File: src/rtl/xy_rr_arbiter_if.sv
`default_nettype none
// ============================================================================
// Module   : xy_rr_arbiter_if
// Purpose  : Input-FIFO head / output-port handshake bundle for xy_rr_arbiter.
// Revision : 1.0 - initial release
// ============================================================================
interface xy_rr_arbiter_if #(
    parameter int CW = 2
);
    logic [5*CW-1:0] dest_x;
    logic [5*CW-1:0] dest_y;
    logic [4:0]      tail;
    logic [4:0]      empty;
    logic [4:0]      out_ready;
    logic [4:0]      rd_en;
    logic [4:0]      out_valid;
    logic [14:0]     sel;
    logic [4:0]      busy;

    modport master (
        output dest_x, dest_y, tail, empty, out_ready,
        input  rd_en, out_valid, sel, busy
    );

    modport slave (
        input  dest_x, dest_y, tail, empty, out_ready,
        output rd_en, out_valid, sel, busy
    );
endinterface
`default_nettype wire

File: src/rtl/xy_rr_arbiter.sv
`default_nettype none
// ============================================================================
// Module   : xy_rr_arbiter
// Purpose  : X-first route plus per-output round-robin arbiter with packet lock.
// Revision : 1.0 - initial release
// ============================================================================
module xy_rr_arbiter #(
    parameter int MESH_X = 4,
    parameter int MESH_Y = 4,
    parameter int CW     = 2,
    parameter int TORUS  = 1
) (
    input  wire logic          clk,
    input  wire logic          rst_n,
    input  wire logic [CW-1:0] X,
    input  wire logic [CW-1:0] Y,
    xy_rr_arbiter_if.slave     bus
);

    localparam logic [CW:0] c_MX     = (CW+1)'(MESH_X);
    localparam logic [CW:0] c_MY     = (CW+1)'(MESH_Y);
    localparam logic [CW:0] c_HALF_X = (CW+1)'(MESH_X / 2);
    localparam logic [CW:0] c_HALF_Y = (CW+1)'(MESH_Y / 2);

    localparam logic [2:0] c_PORT_N = 3'd0;
    localparam logic [2:0] c_PORT_E = 3'd1;
    localparam logic [2:0] c_PORT_S = 3'd2;
    localparam logic [2:0] c_PORT_W = 3'd3;
    localparam logic [2:0] c_PORT_L = 3'd4;

    localparam logic [0:0] c_IDLE   = 1'b0;
    localparam logic [0:0] c_LOCKED = 1'b1;

    logic [14:0] w_route;
    logic [4:0]  w_locked;
    logic [14:0] w_owner;
    logic [4:0]  w_xfer;
    logic [14:0] w_sel;
    logic [4:0]  w_owned;
    logic [4:0]  w_rd_en;

    // Modular offsets are formed with one extra bit so non-power-of-two meshes wrap correctly.
    for (genvar i = 0; i < 5; i++) begin : g_route
        logic [CW:0] w_dst_x;
        logic [CW:0] w_dst_y;
        logic [CW:0] w_dx;
        logic [CW:0] w_dy;
        logic [2:0]  w_dir;

        always_comb begin
            w_dst_x = {1'b0, bus.dest_x[i*CW +: CW]};
            w_dst_y = {1'b0, bus.dest_y[i*CW +: CW]};
            w_dx    = (w_dst_x >= {1'b0, X}) ? (w_dst_x - {1'b0, X})
                                             : (w_dst_x + c_MX - {1'b0, X});
            w_dy    = (w_dst_y >= {1'b0, Y}) ? (w_dst_y - {1'b0, Y})
                                             : (w_dst_y + c_MY - {1'b0, Y});
            w_dir   = c_PORT_L;
            if (w_dx != '0) begin
                if (TORUS != 0) w_dir = (w_dx <= c_HALF_X) ? c_PORT_E : c_PORT_W;
                else            w_dir = (w_dst_x > {1'b0, X}) ? c_PORT_E : c_PORT_W;
            end else if (w_dy != '0) begin
                if (TORUS != 0) w_dir = (w_dy <= c_HALF_Y) ? c_PORT_S : c_PORT_N;
                else            w_dir = (w_dst_y > {1'b0, Y}) ? c_PORT_S : c_PORT_N;
            end
        end

        assign w_route[i*3 +: 3] = w_dir;
    end

    // An input can be owned by at most one output because its head routes to one port only.
    always_comb begin
        w_owned = '0;
        w_rd_en = '0;
        for (int o = 0; o < 5; o++) begin
            if (w_locked[o]) begin
                w_owned[w_owner[o*3 +: 3]] = 1'b1;
                if (w_xfer[o]) w_rd_en[w_owner[o*3 +: 3]] = 1'b1;
            end
        end
    end

    for (genvar o = 0; o < 5; o++) begin : g_out
        localparam logic [2:0] c_SELF = 3'(o);

        logic [0:0] r_state;
        logic [0:0] w_state_nx;
        logic [2:0] r_owner;
        logic [2:0] w_owner_nx;
        logic [2:0] r_ptr;
        logic [2:0] w_ptr_nx;
        logic [4:0] w_req;
        logic [2:0] w_pick;
        logic       w_found;
        logic [3:0] w_sum;
        logic [2:0] w_idx;
        logic       w_xfer_o;

        always_comb begin
            w_req = '0;
            for (int i = 0; i < 5; i++) begin
                w_req[i] = ~bus.empty[i] & (w_route[i*3 +: 3] == c_SELF)
                         & ~w_owned[i] & (i != o);
            end
        end

        // Cyclic scan starting at the pointer; the first hit wins.
        always_comb begin
            w_found = 1'b0;
            w_pick  = r_ptr;
            w_sum   = '0;
            w_idx   = '0;
            for (int k = 0; k < 5; k++) begin
                w_sum = {1'b0, r_ptr} + 4'(k);
                w_idx = (w_sum >= 4'd5) ? 3'(w_sum - 4'd5) : 3'(w_sum);
                if (!w_found && w_req[w_idx]) begin
                    w_found = 1'b1;
                    w_pick  = w_idx;
                end
            end
        end

        always_comb begin
            w_state_nx = r_state;
            w_owner_nx = r_owner;
            w_ptr_nx   = r_ptr;
            w_xfer_o   = 1'b0;
            case (r_state)
                c_IDLE: begin
                    if (w_found) begin
                        w_state_nx = c_LOCKED;
                        w_owner_nx = w_pick;
                    end
                end
                c_LOCKED: begin
                    w_xfer_o = ~bus.empty[r_owner] & bus.out_ready[o];
                    if (w_xfer_o && bus.tail[r_owner]) begin
                        w_state_nx = c_IDLE;
                        w_ptr_nx   = (r_owner == 3'd4) ? 3'd0 : (r_owner + 3'd1);
                    end
                end
                default: w_state_nx = c_IDLE;
            endcase
        end

        always_ff @(posedge clk or negedge rst_n) begin
            if (!rst_n) begin
                r_state <= c_IDLE;
                r_owner <= '0;
                r_ptr   <= '0;
            end else begin
                r_state <= w_state_nx;
                r_owner <= w_owner_nx;
                r_ptr   <= w_ptr_nx;
            end
        end

        assign w_locked[o]        = (r_state == c_LOCKED);
        assign w_owner[o*3 +: 3]  = r_owner;
        assign w_xfer[o]          = w_xfer_o;
        assign w_sel[o*3 +: 3]    = (r_state == c_LOCKED) ? r_owner : 3'd0;
    end

    assign bus.rd_en     = w_rd_en;
    assign bus.out_valid = w_xfer;
    assign bus.busy      = w_locked;
    assign bus.sel       = w_sel;

endmodule
`default_nettype wire

File: src/flat_wrapper.sv
// flat-port wrapper written by rule: the top's interface ports become plain ports
module xy_rr_arbiter_flat 
#(
    parameter int MESH_X = 4,
    parameter int MESH_Y = 4,
    parameter int CW     = 2,
    parameter int TORUS  = 1
)
  (clk, rst_n, X, Y, bus_dest_x, bus_dest_y, bus_tail, bus_empty, bus_out_ready, bus_rd_en, bus_out_valid, bus_sel, bus_busy);
  xy_rr_arbiter_if #(.CW(CW)) bus_i ();
  input  wire logic clk;
  input  wire logic rst_n;
  input  wire logic [CW-1:0] X;
  input  wire logic [CW-1:0] Y;
  input wire logic [$bits(bus_i.dest_x)-1:0] bus_dest_x;
  input wire logic [$bits(bus_i.dest_y)-1:0] bus_dest_y;
  input wire logic [$bits(bus_i.tail)-1:0] bus_tail;
  input wire logic [$bits(bus_i.empty)-1:0] bus_empty;
  input wire logic [$bits(bus_i.out_ready)-1:0] bus_out_ready;
  output wire logic [$bits(bus_i.rd_en)-1:0] bus_rd_en;
  output wire logic [$bits(bus_i.out_valid)-1:0] bus_out_valid;
  output wire logic [$bits(bus_i.sel)-1:0] bus_sel;
  output wire logic [$bits(bus_i.busy)-1:0] bus_busy;
  assign bus_i.dest_x = bus_dest_x;
  assign bus_i.dest_y = bus_dest_y;
  assign bus_i.tail = bus_tail;
  assign bus_i.empty = bus_empty;
  assign bus_i.out_ready = bus_out_ready;
  assign bus_rd_en = bus_i.rd_en;
  assign bus_out_valid = bus_i.out_valid;
  assign bus_sel = bus_i.sel;
  assign bus_busy = bus_i.busy;
  xy_rr_arbiter #(.MESH_X(MESH_X), .MESH_Y(MESH_Y), .CW(CW), .TORUS(TORUS)) u_core (.clk(clk), .rst_n(rst_n), .X(X), .Y(Y), .bus(bus_i));
endmodule
File: config.mk
export PLATFORM = sky130hd
export DESIGN_NAME = xy_rr_arbiter_flat
export DESIGN_NICKNAME = d
export VERILOG_FILES = /design/src/rtl/xy_rr_arbiter_if.sv /design/src/rtl/xy_rr_arbiter.sv /design/src/flat_wrapper.sv
export SDC_FILE = /design/constraint.sdc
export NUM_CORES = 1
export LEC_CHECK = 0
export CORE_MARGIN = 2
export CORE_UTILIZATION = 40
export CTS_CLUSTER_DIAMETER = 40
export DETAILED_ROUTE_END_ITERATION = 6
export PLACE_DENSITY = 0.68
export SKIP_LAST_GASP = 1
export SLEW_MARGIN = 10
export SYNTH_ARGS = -nofsm -noshare
export SYNTH_HDL_FRONTEND = slang
export SYNTH_SLANG_ARGS = --single-unit
File: constraint.sdc
create_clock -name clk -period 4.4 [get_ports clk]
set_input_delay 0.88 -clock clk [delete_from_list [all_inputs] [get_ports clk]]
set_output_delay 0.88 -clock clk [all_outputs]
set_load 0.1 [all_outputs]
==> out/summary.txt <==
RSZ-0062 raised after global routing = false
core box area = 18800 um^2
Yosys reg bits = 35
grt total ovfl = 0
Place WS = -0.00124 ns
Routability Congestion = 0.975
layout cells sized above 1 = 9.91%
EDFF count, synth = 0
initial antenna violation count = 0
setup TNS = 0 ns
clock-pin slew on the worst setup and hold paths = 0.06 ns
DRT antenna net count = 0
Final Cycle Share = 95.3%
clock buffer depth = 2
Via Count = 7709
WP data required = 4.57 ns
die extent in y = 143 um
CP Depth = 11
layout filler cell count = 1817
Post-CTS Setup Inserts = 0
fmax = 238 MHz
family with the most delay on the worst path = compound AO/OA/AOI/OAI gates
drt drc = 0
Crit Path Class = in2reg
gr usage total = 22.0%
final-stage net count = 1174
I/O pin total = 71
Async S/R FF share, synth = 100%
Synth Net Count = 1120
max-slew violations = 0
overall die width = 143 um
clock skew = 0.00568 ns
worst setup margin = 0.206 ns
ys flop type = dfrtp_1
R2R depth = 12
end of the worst register-to-register path = u_core.g_out[2].r_owner[0]
Clock Root Buffer = clkbuf_16
wire length per cell = 17.3 um
Area growth syn-to-layout = 15.2%
relative slew slack = 34.1%
Worst Path Max Fanout = 6
drt pass-1 iters = 7
Hold Vio Cnt, Final = 0
area occupied by multi-input gates = 6230 um^2
latest clock arrival within the worst-skew pair = 0.28 ns
slowest CP cell = a221oi_1
vias in the first global route = 7313
Detailed Place HPWL = 18.0 mm
row count = 50
ant diodes = 0
H-Tree Depth = 2
Cell Area, Synth = 7730 um^2
crit path to = u_core.g_out[0].r_owner[2]
Least-Margin Pin Slew = 0.985 ns
Bufs and invs on worst path = 2
final setup vio count = 0
Max-cap violations = 0
sequential share of the synthesized area = 11.3%
synth unique cells = 98
worst hold path type = reg2reg
synth warn = 0
TritonCTS Sinks = 35
final worst path period need = 4.19 ns
DRT iter0 DRCs = 680
launch point of the worst reg-to-reg path = u_core.g_out[2].r_ptr[0]
CP peak stage delay = 0.74 ns
Critical Path, Cell by Cell = clkdlybuf4s50_1, buf_4, fa_1, and4bb_2, nand3_1, mux2i_1, a221oi_1, nand3b_1, nor4b_1, a211o_1, a22o_1
first-pass GRT wire length = 36.8 mm
status = complete, no violations
crit path launch type = input port
launch point of the worst path = X[1]
Mean Syn Cell Area = 7.78 um^2
Worst setup EP type = flop
Worst EP arrival = 4.37 ns
Post-CTS Resized = 0
Port Buf Inserts = 70
Starting Density = 41.0%
Reg area = 876 um^2
final wirelength = 22.7 mm
largest net degree at the start of global routing = 36
hold_buf cts = 0
Mapped Cells = 994
Num CTS Buffers = 5
Die ar. = 20400 um^2
Via density = 5.89
flop2flop setup slack = 0.64 ns
clock tree from TritonCTS = yes
## per-layer routing
layer	part of all wire (%)	wire (um)	global-route usage [%]	vias up
met5	0	0	0	-
met4	3.9	878	8.65	0
met3	5.9	1340	2.41	61
met2	45	10200	35.1	291
met1	45	10300	30.5	3596
li1	-	-	-	3761
## final cells by class
class / instances / share of cell area (%)
multi-input cells: 819 / 70.0
repair buffers: 97 / 10.9
flip-flops and latches: 35 / 9.84
inverters: 90 / 3.80
well taps: 260 / 3.66
clock buffers: 8 / 1.76
## through the flow
| stage | instance area, um^2 | hold WS [ns] | util, % | instances |
|---|---|---|---|---|
| after global placement | 8740 | 0.658 | 46.4 | 1301 |
| after CTS | 8900 | 0.683 | 47.3 | 1309 |
| after floorplan | 7730 | 0.584 | - | 994 |
| after global routing | 8900 | 0.719 | 47.3 | 1309 |
| final | 8900 | 0.681 | 47.3 | 1309 |
| after detailed placement | 8740 | 0.662 | 46.4 | 1301 |
## Yosys cell counts (19+ instances only)
library cell	n	area [um^2]
nor2_1	92	345
inv_1	87	327
ha_1	70	876
a21oi_1	67	335
nand2_1	58	218
o21ai_0	48	240
nand3_1	41	205
mux2i_1	39	390
dfrtp_1	35	876
xnor2_1	28	245
nor2b_1	20	125
buf_2	19	95.1
nor3_1	19	95.1
## cells in the final DEF (no fill, tap or decap), types with 8 or more instances in the layout
| cell | count |
|---|---|
| a31oi_1 | 13 |
| xnor2_1 | 28 |
| mux2i_1 | 39 |
| a211oi_1 | 8 |
| and2_1 | 12 |
| o22ai_1 | 14 |
| buf_4 | 29 |
| o21ai_0 | 48 |
| mux2_2 | 11 |
| nand2b_1 | 18 |
| ha_1 | 70 |
| nor2b_1 | 20 |
| nor2_1 | 92 |
| nand2_1 | 58 |
| clkdlybuf4s50_1 | 59 |
| a21oi_1 | 67 |
| fa_1 | 15 |
| dfrtp_1 | 35 |
| and3_1 | 12 |
| o31ai_1 | 15 |
| buf_12 | 8 |
| a21o_1 | 12 |
| nor3_1 | 19 |
| nand4_1 | 10 |
| inv_1 | 87 |
| o211ai_1 | 8 |
| nand3_1 | 41 |
| and3b_1 | 8 |
## cell families (layout without fill, tap and decap cells)
| family | after synthesis | in the layout | share of synthesized area, % |
|---|---|---|---|
| AO/OA/AOI/OAI | 284 | 284 | 25.9 |
| XOR/XNOR | 28 | 28 | 3.17 |
| adder cells (fa/ha/maj) | 85 | 85 | 15.2 |
| buffers and inverters | 140 | 195 | 8.05 |
| flip-flops | 35 | 35 | 11.3 |
| multiplexers | 57 | 57 | 8.69 |
| AND/OR/NAND/NOR | 365 | 365 | 27.7 |
## how the worst min path moves through the flow
stage,end,from,cells past startpoint
2_1_floorplan,u_core.g_out[0].r_owner[0],rst_n,0
3_3_place_gp,u_core.g_out[4].r_ptr[0],u_core.g_out[4].r_ptr[0],2
3_5_place_dp,u_core.g_out[4].r_ptr[0],u_core.g_out[4].r_ptr[0],2
4_1_cts,u_core.g_out[4].r_ptr[0],u_core.g_out[4].r_ptr[0],2
5_1_grt,u_core.g_out[4].r_ptr[0],u_core.g_out[4].r_ptr[0],2
6_report,u_core.g_out[4].r_ptr[0],u_core.g_out[4].r_ptr[0],2
## state kept, by name, summed over array words and instances (netlist names)
| name | cells |
|---|---|
| u_core.g_out.r_owner | 15 |
| u_core.g_out.r_ptr | 15 |
| u_core.g_out.r_state | 5 |
## worst min-delay path, stage by stage, from the launching register on
cell	delay, ns
dfrtp_1	0.32
buf_4	0.20
a21o_1	0.13
Power is not shown: default switching activity piles up to over one toggle a cycle in this logic, so the estimate is an artifact.
